--- src/rtl/pkt_out_monitor.sv ---
// pkt_out_monitor: a 2-entry skid buffer between the SRAM FIFO controller and
// the output queues. It forwards the word stream unchanged, follows packet
// framing on the words that leave, and keeps packet/word/byte/error counters
// that the CPU can read and clear.
module pkt_out_monitor #(
  parameter int DATA_WIDTH = 64,
  parameter int CTRL_WIDTH = DATA_WIDTH / 8,
  parameter int CNT_WIDTH  = 32
) (
  input  logic                  clk,
  input  logic                  reset,
  input  logic [DATA_WIDTH-1:0] in_data,
  input  logic [CTRL_WIDTH-1:0] in_ctrl,
  input  logic                  in_wr,
  output logic                  in_rdy,
  output logic [DATA_WIDTH-1:0] out_data,
  output logic [CTRL_WIDTH-1:0] out_ctrl,
  output logic                  out_wr,
  input  logic                  out_rdy,
  input  logic [9:0]            cpu_in_addr,
  input  logic [63:0]           cpu_in_data,
  input  logic                  cpu_in_wen,
  output logic [63:0]           cpu_out_data
);

  localparam logic [9:0]           CLR_ADDR       = 10'h100;
  localparam logic [CNT_WIDTH-1:0] BYTES_PER_WORD = CNT_WIDTH'(CTRL_WIDTH);

  // state    | meaning
  // WAIT_SOP | between packets; ctrl!=0 words are module headers
  // IN_PKT   | inside a packet; the next ctrl!=0 word is the EOP
  typedef enum logic {WAIT_SOP = 1'b0, IN_PKT = 1'b1} state_t;

  logic [1:0]            r_cnt;
  logic [DATA_WIDTH-1:0] r_data0, r_data1;
  logic [CTRL_WIDTH-1:0] r_ctrl0, r_ctrl1;
  state_t                r_state, w_state_nxt;
  logic [CNT_WIDTH-1:0]  r_pkt_cnt, r_word_cnt, r_byte_cnt, r_err_cnt;

  logic                  w_push, w_pop, w_clr, w_onehot;
  logic                  w_word_inc, w_pkt_inc, w_err_inc;
  logic [CNT_WIDTH-1:0]  w_byte_add, w_eop_bytes;
  logic [63:0]           w_rd_data;
  logic                  w_unused_cpu_data;

  // Entry 0 is always the oldest word and drives the output directly.
  assign in_rdy   = (r_cnt != 2'd2);
  assign out_wr   = (r_cnt != 2'd0) & out_rdy;
  assign out_data = r_data0;
  assign out_ctrl = r_ctrl0;
  assign w_push   = in_wr & in_rdy;
  assign w_pop    = out_wr;
  assign w_clr    = cpu_in_wen & (cpu_in_addr == CLR_ADDR);
  assign w_unused_cpu_data = ^cpu_in_data;

  // Skid buffer storage and occupancy; a word offered while full is dropped.
  always_ff @(posedge clk or negedge reset) begin
    if (!reset) begin
      r_cnt   <= 2'd0;
      r_data0 <= '0;
      r_data1 <= '0;
      r_ctrl0 <= '0;
      r_ctrl1 <= '0;
    end else begin
      case ({w_push, w_pop})
        2'b10: begin
          if (r_cnt == 2'd0) begin
            r_data0 <= in_data;
            r_ctrl0 <= in_ctrl;
          end else begin
            r_data1 <= in_data;
            r_ctrl1 <= in_ctrl;
          end
          r_cnt <= r_cnt + 2'd1;
        end
        2'b01: begin
          r_data0 <= r_data1;
          r_ctrl0 <= r_ctrl1;
          r_cnt   <= r_cnt - 2'd1;
        end
        2'b11: begin
          if (r_cnt == 2'd1) begin
            r_data0 <= in_data;
            r_ctrl0 <= in_ctrl;
          end else begin
            r_data0 <= r_data1;
            r_ctrl0 <= r_ctrl1;
            r_data1 <= in_data;
            r_ctrl1 <= in_ctrl;
          end
        end
        default: ;
      endcase
    end
  end

  // Framing state register.
  always_ff @(posedge clk or negedge reset) begin
    if (!reset) r_state <= WAIT_SOP;
    else        r_state <= w_state_nxt;
  end

  // Framing next state, advanced only by words that actually leave.
  always_comb begin
    w_state_nxt = r_state;
    if (w_pop) begin
      case (r_state)
        WAIT_SOP: if (out_ctrl == '0) w_state_nxt = IN_PKT;
        IN_PKT:   if (out_ctrl != '0) w_state_nxt = WAIT_SOP;
        default:  w_state_nxt = WAIT_SOP;
      endcase
    end
  end

  // EOP byte count: one-hot bit i (LSB = 0) marks CTRL_WIDTH-i valid bytes.
  always_comb begin
    w_eop_bytes = '0;
    for (int i = 0; i < CTRL_WIDTH; i++)
      if (out_ctrl[i]) w_eop_bytes = CNT_WIDTH'(CTRL_WIDTH - i);
    w_onehot = (out_ctrl != '0) &&
               ((out_ctrl & (out_ctrl - CTRL_WIDTH'(1))) == '0);
  end

  // Framing outputs: counter increments for the word leaving this cycle.
  always_comb begin
    w_word_inc = w_pop;
    w_pkt_inc  = 1'b0;
    w_err_inc  = 1'b0;
    w_byte_add = '0;
    if (w_pop) begin
      if (out_ctrl == '0) begin
        w_byte_add = BYTES_PER_WORD;
      end else if (r_state == IN_PKT) begin
        w_pkt_inc = 1'b1;
        if (w_onehot) begin
          w_byte_add = w_eop_bytes;
        end else begin
          w_byte_add = BYTES_PER_WORD;
          w_err_inc  = 1'b1;
        end
      end
    end
  end

  // Statistics counters; a CPU clear beats any same-cycle increment.
  always_ff @(posedge clk or negedge reset) begin
    if (!reset) begin
      r_pkt_cnt  <= '0;
      r_word_cnt <= '0;
      r_byte_cnt <= '0;
      r_err_cnt  <= '0;
    end else if (w_clr) begin
      r_pkt_cnt  <= '0;
      r_word_cnt <= '0;
      r_byte_cnt <= '0;
      r_err_cnt  <= '0;
    end else begin
      r_pkt_cnt  <= r_pkt_cnt  + CNT_WIDTH'(w_pkt_inc);
      r_word_cnt <= r_word_cnt + CNT_WIDTH'(w_word_inc);
      r_byte_cnt <= r_byte_cnt + w_byte_add;
      r_err_cnt  <= r_err_cnt  + CNT_WIDTH'(w_err_inc);
    end
  end

  // CPU read mux; anything other than a read in this block's window returns 0.
  always_comb begin
    w_rd_data = '0;
    if (!cpu_in_wen && cpu_in_addr[9:8] == 2'b01) begin
      case (cpu_in_addr[1:0])
        2'd0:    w_rd_data[CNT_WIDTH-1:0] = r_pkt_cnt;
        2'd1:    w_rd_data[CNT_WIDTH-1:0] = r_word_cnt;
        2'd2:    w_rd_data[CNT_WIDTH-1:0] = r_byte_cnt;
        default: w_rd_data[CNT_WIDTH-1:0] = r_err_cnt;
      endcase
    end
  end

  assign cpu_out_data = w_rd_data;

endmodule

--- config.mk ---
export PLATFORM = sky130hd
export DESIGN_NAME = pkt_out_monitor
export DESIGN_NICKNAME = d
export VERILOG_FILES = /design/src/rtl/pkt_out_monitor.sv
export SDC_FILE = /design/constraint.sdc
export NUM_CORES = 1
export LEC_CHECK = 0
export CAP_MARGIN = 10
export CORE_MARGIN = 1.5
export CORE_UTILIZATION = 52
export DETAILED_ROUTE_END_ITERATION = 16
export PLACE_DENSITY = 0.9
export SETUP_SLACK_MARGIN = 0.3
export SLEW_MARGIN = 20
export SYNTH_ARGS = -nofsm -noshare
export SYNTH_HDL_FRONTEND = slang
export SYNTH_SLANG_ARGS = --single-unit
--- constraint.sdc ---
create_clock -name clk -period 4.2 [get_ports clk]
set_clock_uncertainty 0.15 [all_clocks]
set_input_delay 0.63 -clock clk [delete_from_list [all_inputs] [get_ports clk]]
set_output_delay 0.63 -clock clk [all_outputs]
set_load 0.02 [all_outputs]
==> flow_summary.ini <==
[synth]
ys_seq_area_frac = 0.4988
synthesis.area_sq_um = 13800
synthCells = 1288
synth-seq-cells = 275
synthFlopType = dfrtp_1
ys_types = 51
yosys_warnings = 0
async_flop_share = 1.000
synth_edf_count = 0
syn_area_per_cell_sq_um = 10.71

[timing]
hold_viol = 0
max_freq_ghz = 0.2633
final-setup-viol-count = 0
worst_pin_slew_ns = 0.9507
final.setup.tns_ns = 0
rsz0062_at_grt = false
fin_ws_ns = 0.4016
maxSlewHeadroom = 0.3662
period_share = 0.9044
fin_crit_ns = 3.798
drv_slew = 0

[critical_path]
cp_top_family = simple AND/OR/NAND/NOR gates
cp_max_fo = 11
path_class = flip-flop to flip-flop
cp-end-kind = flip-flop
path_cells = or4_1 > or3_1 > a31oi_2 > nor3_1 > ha_1 > fa_1 > a211oi_1 > buf_4 > or2_4 > nor3_1 > xnor2_1 > nor2_1
cp.arrival_ns = 4.04
worst-endpoint-required_ns = 4.44
slowest_delay_ns = 0.54
critPathLaunchType = flip-flop
critPathBufInv = 1
cp_slowest_cell = or4_1
path_common_cell = nor3_1

[final_layout]
fin_util = 0.6538
syn_to_final_growth_pct = 23.50
drive_gt1_frac = 0.1415
final_cells = 1820
nets = 1630

[pwr]
p_sw_frac = 0.3381
p_switching_mw = 3.307
power_leakage_nw = 7.212
total_power_mw = 9.781
seqPwrFrac = 0.400
pwr-share-clk = 0.272
combinationalPowerShare = 0.328
irDropWorstVdd_uv = 588.6
p_int_mw = 6.473
p_per_area_nw_per_um2 = 574.1

[clock_network]
clk_pin_slew_ns = 0.06
clk_path_buf_depth = 3
clkSinkCount = 275
tritoncts = yes
cts_buffers = 29
htreeDepth = 1
cts_setup_buffers = 0
clockRootBuffer = clkbuf_16
clock_latency_ns = 0.54

[placement]
place_congestion = 0.8997
dp_hpwl_microns = 23250
dp.cells = 1766
portBuffers = 192
dp_slack_ns = 0.2033

[detailed_routing]
ant_nets = 0
drt-pass1-iter-count = 5
drt-total-wl_microns = 34940
routed_via_density = 5.923
vias = 10780
drt_iter0_drc = 1047
drc = 0
wl_per_cell_microns = 19.20

[floorplan]
coreArea_sq_um = 26060
die_y_microns = 165.9
fp.dieW_microns = 165.9
initial_core_util = 0.5294
dieArea_sq_um = 27520
rows = 59
io_pins = 289

[global_route]
antenna_found_initial = 1
grt_pass1_vias = 11090
grt_use_total = 0.2542
grt_pass1_wl_microns = 57410
grt_max_degree = 110
overflow = 0

[job]
max-cap-violations = 0

[run_status]
status = finished, final reports clean

[hold_path]
hold_path_class = primary input to async pin
cell type report:
| type | instances | area (sq um) |
|---|---|---|
| Timing Repair Buffer | 215 | 2182 |
| Tap cell | 335 | 419.2 |
| Multi-Input combinational cell | 925 | 6499 |
| Clock inverter | 15 | 163.9 |
| Sequential cell | 275 | 6882 |
| Clock buffer | 38 | 829.5 |
| Fill cell | 1847 | 9021 |
| Antenna cell | 1 | 2.502 |
| Inverter | 16 | 60.06 |
layout by cell type (no fill, tap or decap), types with 3 or more instances in the layout:
cell type | netlist | final
a21o_1 | 3 | 3
a21oi_1 | 18 | 17
a22oi_1 | 70 | 70
and2_1 | 18 | 18
and3_1 | 11 | 10
and4_1 | 12 | 12
buf_12 | 0 | 7
buf_4 | 32 | 16
bufinv_16 | 0 | 3
clkbuf_16 | 0 | 29
clkbuf_8 | 0 | 7
clkdlybuf4s50_1 | 0 | 190
clkinv_2 | 0 | 7
clkinvlp_4 | 0 | 4
conb_1 | 1 | 32
dfrtp_1 | 275 | 275
ha_1 | 16 | 16
inv_1 | 15 | 15
mux2_2 | 72 | 72
mux4_2 | 32 | 32
nand2_1 | 122 | 121
nand3_1 | 36 | 36
nand4_1 | 39 | 39
nor2_1 | 126 | 125
nor2b_1 | 33 | 33
nor3_1 | 22 | 22
nor4_1 | 12 | 11
nor4_2 | 6 | 7
nor4_4 | 3 | 3
nor4b_2 | 3 | 3
o21ai_0 | 83 | 83
or3_1 | 11 | 11
or4_1 | 5 | 4
xnor2_1 | 48 | 48
xor2_1 | 63 | 63
cell families (layout without fill, tap and decap cells):
logic type	Yosys count	count (layout)	synth area share
DFF	275	275	0.4988
other	1	33	0.0002718
xor gates and xnor gates	111	111	0.07047
muxes	104	104	0.1110
adders and majority gates	18	18	0.01669
AOI/OAI and AO/OA	187	187	0.08389
buffers and inverters	119	284	0.04263
and+or+nand+nor	473	473	0.1762
routing by layer:
layer	part of all wire	up-vias	track usage	wire, microns
met1	0.39	5339	0.3155	13500
met2	0.48	488	0.4201	16850
met5	0	-	0	0
met3	0.094	98	0.08055	3289
met4	0.037	0	0.08852	1295
li1	-	4855	-	-
power groups by stage:
stage / logic [mW] / registers [mW] / clock network (mW)
after global placement: 3.07 / 3.86 / 0
after CTS: 3.21 / 3.90 / 2.71
after detailed placement: 3.17 / 3.92 / 0
after floorplan: 1.63 / 4.15 / 0
final: 3.21 / 3.92 / 2.66
after global routing: 3.47 / 4.00 / 2.82
registers in the layout (all words and copies together), names as in the netlist:
register / cells
out_ctrl: 8
out_data: 64
r_byte_cnt: 32
r_cnt: 2
r_ctrl1: 8
r_data1: 64
r_err_cnt: 32
r_pkt_cnt: 32
r_state: 1
r_word_cnt: 32
stage by stage:
| stage | instance area [sq um] | hold slack (ns) |
|---|---|---|
| 2_1_floorplan | 13910 | 0.1844 |
| 3_3_place_gp | 16020 | 0.3094 |
| 3_5_place_dp | 16020 | 0.3198 |
| 4_1_cts | 17010 | 0.03057 |
| 5_1_grt | 17040 | 0.06381 |
| 6_report | 17040 | 0.001757 |
synth_stat cells, drive strengths merged (2+ instances only):
cell | n | area [sq um]
o211ai | 2 | 15.01
clkbuf | 58 | 217.7
xor2 | 63 | 551.8
nand3 | 36 | 180.2
nand2 | 122 | 457.9
xnor2 | 48 | 420.4
nand4 | 39 | 244.0
or3 | 11 | 68.82
and4 | 12 | 105.1
nor3 | 23 | 120.1
a31oi | 2 | 12.51
nor4b | 5 | 62.56
a22oi | 70 | 525.5
mux4 | 32 | 720.7
a21oi | 18 | 90.09
inv | 15 | 56.30
o21ai | 83 | 415.4
nor2b | 33 | 206.5
dfrtp | 275 | 6882
ha | 16 | 200.2
and2 | 18 | 112.6
mux2 | 72 | 810.8
a21o | 3 | 22.52
nor4 | 21 | 214.0
a221oi | 2 | 17.52
buf | 45 | 310.3
and3 | 11 | 68.82
or2 | 3 | 18.77
a211oi | 3 | 22.52
nor3b | 3 | 27.52
nand2b | 2 | 12.51
nor2 | 128 | 485.5
or4 | 5 | 37.54
final timing paths:
path,cells past startpoint,from,slack [ns],to
min in group clk,2,out_data[51]$_DFFE_PN0P_,0.33,out_data[51]$_DFFE_PN0P_
min,1,reset,0.002,r_word_cnt[3]$_DFF_PN0_
max,12,out_ctrl[3]$_DFFE_PN0P_,0.40,r_byte_cnt[20]$_DFF_PN0_
max reg2reg,12,out_ctrl[3]$_DFFE_PN0P_,0.40,r_byte_cnt[20]$_DFF_PN0_
min reg2reg,2,out_data[51]$_DFFE_PN0P_,0.33,out_data[51]$_DFFE_PN0P_
max in group asynchronous,2,reset,2.83,out_data[6]$_DFFE_PN0P_
repair_timing:
| action | CTS | global route |
|---|---|---|
| hold buffers | 0 | 0 |
| endpoints found under the setup margin | 0 | 18 |
| resized for setup | 0 | 5 |
Power figures use the tool's default switching activity.
==> edit (config.mk and constraints unchanged) <==
`CNT_WIDTH`: 32 -> 28.
--- a/src/rtl/pkt_out_monitor.sv
+++ b/src/rtl/pkt_out_monitor.sv
@@ -7,3 +7,3 @@
   parameter int CTRL_WIDTH = DATA_WIDTH / 8,
-  parameter int CNT_WIDTH  = 32
+  parameter int CNT_WIDTH  = 28
 ) (
Formal check against the unedited RTL: same outputs for any inputs over 4 cycles, from zero or initial values and one cycle with reset low; that may be too few to reach the edited logic, so the function may still have changed.
==> edit against the original RTL <==
- count of clock-buffer cells in the layout down 2
- final area down 4.8%
- area after synthesis down 4.6%
- setup slack better by 0.092 ns
- critical path type unchanged
- routed wire length down 5.5%
- total power down 2.8%
- combinational power up 2%
- critical path depth down 3
- sequential cell count down 16
==> edit: results (changes against the original RTL) <==
- Status: finished, final reports clean
- Vias per cell: 6.04 (+2.0%)
- Leakage power: 6.65 nW (-7.7%)
- Fill cells: 1,789 (-3.1%)
- Crit-path max FO: 16 (+5)
- Area after DPL: 0.0153 mm² (-4.6%)
- Fraction of area in multi-input gates: 38.0% (-0.12 points)
- VDD IR max: 0.599 mV (+1.7%)
- Vias in the first global route: 10,500 (-5.2%)
- Non-Clock Buffer Count: 213 (-0.93%)
- P_clk: 2.46 mW (-7.5%)
- Dominant cells by area after synthesis: dfrtp_1 (49%), mux2_2 (6.2%), mux4_2 (4.6%), a22oi_1 (4.0%), o21ai_0 (3.5%)
- Drt wl/cell: 18.7 µm (-2.5%)
- IO Port Bufs: 188 (-2.1%)
- Ant diodes: 0 (-1)
- Hold_ws: 0.0135 ns (+0.0117 ns)
- Sw Ratio: 34.6% (+0.78 points)
- Global-route wire length before repair: 53,400 µm (-7.0%)
- Clock Sinks: 259 (-5.8%)
- Synth Area in Compound Gates: 13.5% (+5.1 points)
- R2R Path Start: out_ctrl[1]
- Synth-to-layout area growth: 23.2%
- GR Util met3: 8.27% (+0.22 points)
- Total CTS buffers: 28 (-3.4%)
- Worst slack, placed: 0.341 ns (+0.137 ns)
- Post-synthesis xor/xnor area fraction: 2.93% (-4.1 points)
- Flop2flop setup slack: 0.49 ns (+0.09 ns)
- Routed wl met3: 3340 µm (+1.7%)
- Met2 global-route usage: 41.6% (-0.44 points)
- Layout cells sized above 1: 13.3% (-0.89 points)
- Hpwl dp: 22,200 µm (-4.6%)
- Max transition margin: 42.7% (+6.1 points)
- Nets: 1,579 (-3.1%)
- Final cell count without fillers: 1,763 (-3.1%)
- Met2 wire len: 15,900 µm (-5.6%)
- Non-CTS inverters: 24 (+8)
- Placed insts: 1,711 (-3.1%)
- Combinational share of power: 34.4% (+1.6 points)
- Routability cong.: 0.860 (-4.4%)
- Multiplexer share of the synthesized area: 11.4% (+0.25 points)
- Worst EP arrival: 4.01 ns (-0.03 ns)
- Synth unique cells: 54 (+5.9%)
- Top layer in use: met5
- Met1 WL: 13,000 µm (-3.5%)
- Adder-cell share of the synthesized area: 1.75% (+0.080 points)
- Cell-internal power: 6.22 mW (-4.0%)
edit: changes by cell type after synthesis, sizes merged, moves of 12 or more:
| cell | change |
|---|---|
| nor2 | -78 |
| xor2 | -48 |
| a21oi | +39 |
| o31ai | +31 |
| or4 | +31 |
| xnor2 | -19 |
| nand4 | -17 |
| dfrtp | -16 |
| or3 | +12 |
edit: worst max path at each step:
stage                start        endpoint  slack (ns)  cells after the start
3_3_place_gp       out_rdy   r_pkt_cnt[26]        0.44                     11
3_5_place_dp       out_rdy   r_pkt_cnt[26]        0.34                     11
2_1_floorplan  out_ctrl[3]  r_byte_cnt[24]        0.63                     13
6_report       out_ctrl[1]  r_byte_cnt[20]        0.49                      9
5_1_grt        out_ctrl[1]  r_byte_cnt[20]        0.30                      9
4_1_cts        out_ctrl[0]  r_byte_cnt[20]        0.37                      9
edit: cell families after synthesis:
logic type,Yosys count
buf+inv,139
fa+ha+maj,18
simple gates,398
flops,259
compound gates,284
xor+xnor,44
other cells,1
mux,105
